===== src/rtl/inst_sequencer_pkg.sv =====
// Shared instruction-set constants for tt_um_8bit_cpu and its instruction sequencer.
package inst_sequencer_pkg;

  localparam logic [3:0] OP_MVR = 4'h0;
  localparam logic [3:0] OP_LDB = 4'h1;
  localparam logic [3:0] OP_STB = 4'h2;
  localparam logic [3:0] OP_RDS = 4'h3;
  localparam logic [3:0] OP_NOP = 4'h4;
  localparam logic [3:0] OP_ADD = 4'hB;
  localparam logic [3:0] OP_SUB = 4'hC;
  localparam logic [3:0] OP_AND = 4'hD;
  localparam logic [3:0] OP_OR  = 4'hE;
  localparam logic [3:0] OP_XOR = 4'hF;

  localparam logic [15:0] NOP_WORD = {OP_NOP, 12'h000};

  typedef enum logic [1:0] {
    SEQ_IDLE = 2'd0,
    SEQ_RUN  = 2'd1,
    SEQ_DONE = 2'd2
  } seq_state_e;

endpackage


===== src/rtl/inst_sequencer_prog_mem.sv =====
// Program buffer: DEPTH x 16, synchronous write, asynchronous read, array not reset.
module prog_mem #(
  parameter int unsigned DEPTH  = 16,
  parameter int unsigned ADDR_W = 4
) (
  input  logic              clk,
  input  logic              we_i,
  input  logic [ADDR_W-1:0] waddr_i,
  input  logic [15:0]       wdata_i,
  input  logic [ADDR_W-1:0] raddr_i,
  output logic [15:0]       rdata_o
);

  logic [15:0] mem_q [DEPTH];

  always_ff @(posedge clk) begin
    if (we_i) mem_q[waddr_i] <= wdata_i;
  end

  assign rdata_o = mem_q[raddr_i];

endmodule


===== src/rtl/inst_sequencer.sv =====
// Loads a program buffer over valid/ready and replays it one word per clock,
// driving the NOP encoding whenever no program word is being issued.
module inst_sequencer #(
  parameter int unsigned DEPTH    = 16,
  parameter int unsigned ADDR_W   = 4,
  parameter logic [15:0] NOP_WORD = inst_sequencer_pkg::NOP_WORD
) (
  input  logic            clk,
  input  logic            rst,
  input  logic            load_valid,
  input  logic [15:0]     load_word,
  output logic            load_ready,
  input  logic            clear,
  input  logic            start,
  input  logic            stop,
  input  logic            hold,
  input  logic            loop_en,
  output logic [7:0]      inst_hi,
  output logic [7:0]      inst_lo,
  output logic            inst_valid,
  output logic            busy,
  output logic            done,
  output logic [ADDR_W:0] prog_len
);

  import inst_sequencer_pkg::*;

  localparam logic [ADDR_W:0] LEN_FULL = (ADDR_W+1)'(DEPTH);

  seq_state_e        state_q, state_d;
  logic [ADDR_W-1:0] pc_q, pc_d;
  logic [ADDR_W-1:0] wr_ptr_q, wr_ptr_d;
  logic [ADDR_W:0]   len_q, len_d;
  logic [15:0]       word_q, word_d;
  logic              valid_q, valid_d;
  logic              done_q, done_d;
  logic [15:0]       rd_word;
  logic              ld_fire;
  logic              last;

  assign load_ready = (state_q == SEQ_IDLE) && (len_q < LEN_FULL) && !clear;
  assign ld_fire    = load_valid && load_ready;
  assign last       = ({1'b0, pc_q} == (len_q - 1'b1));

  prog_mem #(
    .DEPTH  (DEPTH),
    .ADDR_W (ADDR_W)
  ) u_prog_mem (
    .clk     (clk),
    .we_i    (ld_fire),
    .waddr_i (wr_ptr_q),
    .wdata_i (load_word),
    .raddr_i (pc_q),
    .rdata_o (rd_word)
  );

  always_comb begin
    state_d  = state_q;
    pc_d     = pc_q;
    wr_ptr_d = wr_ptr_q;
    len_d    = len_q;
    word_d   = NOP_WORD;
    valid_d  = 1'b0;
    done_d   = 1'b0;
    unique case (state_q)
      SEQ_IDLE: begin
        // clear wins over a simultaneous load or start
        if (clear) begin
          wr_ptr_d = '0;
          len_d    = '0;
        end else begin
          if (ld_fire) begin
            wr_ptr_d = wr_ptr_q + 1'b1;
            len_d    = len_q + 1'b1;
          end
          if (start && (len_q != '0)) begin
            state_d = SEQ_RUN;
            pc_d    = '0;
          end
        end
      end
      SEQ_RUN: begin
        if (stop) begin
          state_d = SEQ_IDLE;
          pc_d    = '0;
        end else if (!hold) begin
          word_d  = rd_word;
          valid_d = 1'b1;
          if (last) begin
            pc_d = '0;
            if (!loop_en) state_d = SEQ_DONE;
          end else begin
            pc_d = pc_q + 1'b1;
          end
        end
      end
      SEQ_DONE: begin
        done_d  = 1'b1;
        state_d = SEQ_IDLE;
      end
      default: state_d = SEQ_IDLE;
    endcase
  end

  always_ff @(posedge clk or posedge rst) begin
    if (rst) begin
      state_q  <= SEQ_IDLE;
      pc_q     <= '0;
      wr_ptr_q <= '0;
      len_q    <= '0;
      word_q   <= NOP_WORD;
      valid_q  <= 1'b0;
      done_q   <= 1'b0;
    end else begin
      state_q  <= state_d;
      pc_q     <= pc_d;
      wr_ptr_q <= wr_ptr_d;
      len_q    <= len_d;
      word_q   <= word_d;
      valid_q  <= valid_d;
      done_q   <= done_d;
    end
  end

  assign inst_hi    = word_q[15:8];
  assign inst_lo    = word_q[7:0];
  assign inst_valid = valid_q;
  assign busy       = (state_q == SEQ_RUN);
  assign done       = done_q;
  assign prog_len   = len_q;

endmodule


===== config.mk =====
export PLATFORM = sky130hd
export DESIGN_NAME = inst_sequencer
export DESIGN_NICKNAME = d
export VERILOG_FILES = /design/src/rtl/inst_sequencer_pkg.sv /design/src/rtl/inst_sequencer_prog_mem.sv /design/src/rtl/inst_sequencer.sv
export SDC_FILE = /design/constraint.sdc
export NUM_CORES = 1
export LEC_CHECK = 0
export BUFFER_PORTS_ARGS = -buffer_cell sky130_fd_sc_hd__buf_2
export CAP_MARGIN = 10
export CORE_MARGIN = 2
export CORE_UTILIZATION = 55
export DETAILED_ROUTE_END_ITERATION = 12
export PLACE_DENSITY = 0.72
export RECOVER_POWER = 100
export SYNTH_ARGS = -nofsm -noshare
export SYNTH_HDL_FRONTEND = slang
export SYNTH_SLANG_ARGS = --single-unit

===== constraint.sdc =====
create_clock -name clk -period 4.45 [get_ports clk]
set_input_delay 0.445 -clock clk [delete_from_list [all_inputs] [get_ports clk]]
set_output_delay 0.445 -clock clk [all_outputs]
set_load 0.03 [all_outputs]

==> summary.txt <==
Status
  • Result of the run: finished with violations
  • Violated checks: max-capacitance violations, max-slew violations

Final layout
  • Most common cell after layout, fill and taps aside: sky130_fd_sc_hd__edfxtp_1
  • Leading cell types in the layout, fill and taps excluded: sky130_fd_sc_hd__edfxtp_1, sky130_fd_sc_hd__mux4_2, sky130_fd_sc_hd__clkbuf_1, sky130_fd_sc_hd__mux2i_1
  • Share of final-layout standard cells stronger than drive strength 1: 0.194
  • Area added between synthesis and finish: 11.8%
  • Diode insertion count for antenna repair: 0
  • Share of the core filled with cells in the final layout: 0.621
  • NumNets Final: ~630
  • Number of fill cells: roughly 1.4k

Clocking
  • Clock-pin slew on the worst setup and hold paths: 60 ps
  • Clock latency on the worst-skew pair: between 500 and 600 ps
  • Resize count post-CTS: 0
  • CTS Sinks: between 200 and 300
  • Number of clock buffers inserted by TritonCTS: 28
  • H-tree depth: 1
  • # hold bufs at CTS: 0
  • CTS tree: yes
  • Maximum clock path buffer count: 3
  • Clock root buffer: sky130_fd_sc_hd__clkbuf_16
  • Post-CTS setup buffers: 0

Yosys
  • Unique masters post-synth: 42
  • Sequential share of the synthesized area: 0.763
  • Number of flip-flops and latches in the synthesized netlist: about 290
  • Synth warnings: 0
  • Number of instances in the synthesized netlist: between 500 and 600
  • Syn Nets: 560
  • Netlist Area Pre-Place: 11,200 µm²
  • Portion of synthesized cell area occupied by the leading cell type: 0.689
  • Synth area leaders: sky130_fd_sc_hd__edfxtp_1, sky130_fd_sc_hd__mux4_2, sky130_fd_sc_hd__dfrtp_1
  • Library cell with the largest summed area after synthesis: sky130_fd_sc_hd__edfxtp_1
  • Syn avg cell area: approximately 21 µm²

Floorplan
  • Area of the core: 20,100 µm²
  • Area of the die: roughly 21,000 µm²
  • Vertical extent of the die: between 100 and 150 µm
  • I/O pin count: 49
  • Starting density of the core: 0.555
  • Standard-cell rows: 52
  • X dimension of the die: approximately 150 µm

Timing
  • RSZ-0062 raised after global routing: false
  • Clock skew: 7.81 ps
  • Number of setup violations in the final report: 0
  • Hold violation count in the final report: 0
  • Final worst-path cycle share: 0.725
  • Maximum clock rate: 310 MHz
  • Final Max Slew Viols: 53
  • Min cycle time layout: 3220 ps
  • Setup TNS: 0 ps
  • Actual slew at the worst max-slew pin: around 2000 ps
  • Max-slew headroom: -0.329

Routing
  • Drt first-iter violations: 480
  • Final routed wirelength across all metal layers: 22,700 µm
  • Wire length per cell: ~26 µm
  • Post-route ant nets: 0
  • Via density per instance: 6.06
  • Pre-Repair DR Iteration Count: 5
  • Vias after detailed routing: about 5.4k
  • DRC errors left: 0

Worst setup path
  • Setup Crit Path Kind: flip-flop to flip-flop
  • Worst r2r src: state_q[0]
  • Critical path buffer and inverter count: 1
  • Reg-to-reg critical path endpoint: u_prog_mem.mem_q[5][10]
  • Largest fanout on the critical path: 9
  • Startpoint kind of the worst setup timing path: flip-flop
  • Worst reg-to-reg setup slack: approximately 1200 ps
  • Cell-by-cell trace of the critical path: nor4_1, and2_0, nand2_1, nor3_1, buf_4
  • Register-to-Register Path Depth: 5
  • Critical path required time: around 4700 ps
  • WP data arrival: between 3000 and 4000 ps
  • Cell at the slowest stage of the critical path: sky130_fd_sc_hd__nor3_1
  • Endpoint type of the worst setup path: flip-flop
  • Gate family responsible for the most delay along the worst path: simple AND/OR/NAND/NOR gates
  • Delay of the slowest cell on the worst path: between 1000 and 1500 ps

GRT
  • Antenna violations before repair: 0
  • Met3 global-route usage: 0.0341
  • Global-route layer with the greatest usage: met2
  • Total global routing overflow: 0
  • Number of global-route vias before repair: around 5.7k
  • Grt met2 use: 0.367
  • Global Route Usage Sum: 0.221
  • Met1 demand-to-capacity share in global routing: 0.318
  • Wire length of the first global-routing pass: roughly 35,000 µm
  • Maximum number of pins on one net before global-route repair: 42

Place
  • Routability cong.: 0.799
  • HPWL Detailed: approximately 14,000 µm
  • # port buffers: 48

Power and ir drop
  • Peak supply drop: about 0.32 mV
  • Ratio of total power to cell area: 468 nW/µm²
  • Leakage: roughly 4.0 nW

Min path
  • Worst Min Path Start: loop_en
  • Terminating pin of the worst hold path: state_q[1]
  • Worst Hold Depth: 2
  • Hold Crit Class: primary input to flip-flop

Run
  • Maximum Capacitance Violations: 4
synth_stat cells, drive strengths merged:
library cell / count
edfxtp: 256
inv: 10
nand2: 11
clkbuf: 11
and2: 5
or3: 2
a22o: 3
and2b: 1
o22ai: 15
dfstp: 1
nand3: 4
ha: 7
a21oi: 1
o21ai: 4
and4: 1
nand4: 2
nor3b: 3
a22oi: 1
nor2b: 2
dfrtp: 32
xor2: 5
nand2b: 2
buf: 14
nor4b: 2
xnor2: 4
or4b: 1
a211oi: 1
nor2: 13
o21ba: 1
o21a: 1
o211ai: 1
a41oi: 1
nor3: 8
mux4: 65
a2bb2oi: 1
nor4: 6
o311ai: 1
mux2i: 30
area by class of cell:
class / instances / area [µm²] / area share
Timing Repair Buffer: 63 / 264 / 0.0212
Inverter: 10 / 37.5 / 0.00301
Sequential cell: 289 / 8520 / 0.683
Multi-Input combinational cell: 205 / 2490 / 0.199
Clock inverter: 14 / 67.6 / 0.00541
Tap cell: 270 / 338 / 0.0271
Clock buffer: 36 / 762 / 0.0611
layer usage:
metal / up-vias / share of wire
met5: - / 0
met4: 0 / 0.017
met3: 32 / 0.062
met2: 210 / 0.49
met1: 2826 / 0.43
li1: 2308 / -
through the flow:
step	cell area, µm²	std cells	power (mW)	hold WS [ps]	setup slack, ps
floorplan	11200	529	3.59	479	504
global placement	11800	836	3.77	503	1780
detailed placement	11800	836	3.79	523	1660
CTS	12600	886	5.90	25.6	1720
global route	12500	887	6.04	79.6	980
finish	12500	887	5.84	96.4	1230
kinds of logic after synthesis:
| family | Yosys count | share of synthesized area |
|---|---|---|
| AOI/OAI and AO/OA | 31 | 0.0189 |
| xor gates and xnor gates | 9 | 0.00706 |
| adders and majority gates | 7 | 0.00785 |
| buffers and inverters | 35 | 0.0143 |
| DFF | 289 | 0.763 |
| muxes | 95 | 0.159 |
| and+or+nand+nor | 63 | 0.0304 |
state kept, by name (all words and copies together) (netlist names):
signal / flops
prog_len: 5
done: 1
word_q: 16
u_prog_mem.mem_q: 256
pc_q: 4
state_q: 2
inst_valid: 1
wr_ptr_q: 4
power breakdown:
group,switching (mW),internal (mW),leakage (nW)
logic,0.311,0.300,0.879
registers,0.0841,3.01,2.75
clock network,0.934,1.20,0.405
worst max path at each step:
stage	startpoint	depth (start not counted)	end	slack, ps
after floorplan	prog_len[4]	3	u_prog_mem.mem_q[0][0]	500
after global placement	clear	5	u_prog_mem.mem_q[9][4]	1780
after detailed placement	clear	5	u_prog_mem.mem_q[10][1]	1660
after CTS	state_q[0]	5	u_prog_mem.mem_q[5][1]	1720
after global routing	state_q[0]	5	u_prog_mem.mem_q[5][5]	980
final	state_q[0]	5	u_prog_mem.mem_q[5][10]	1230
Note: power is estimated with default switching activity, not from simulation.
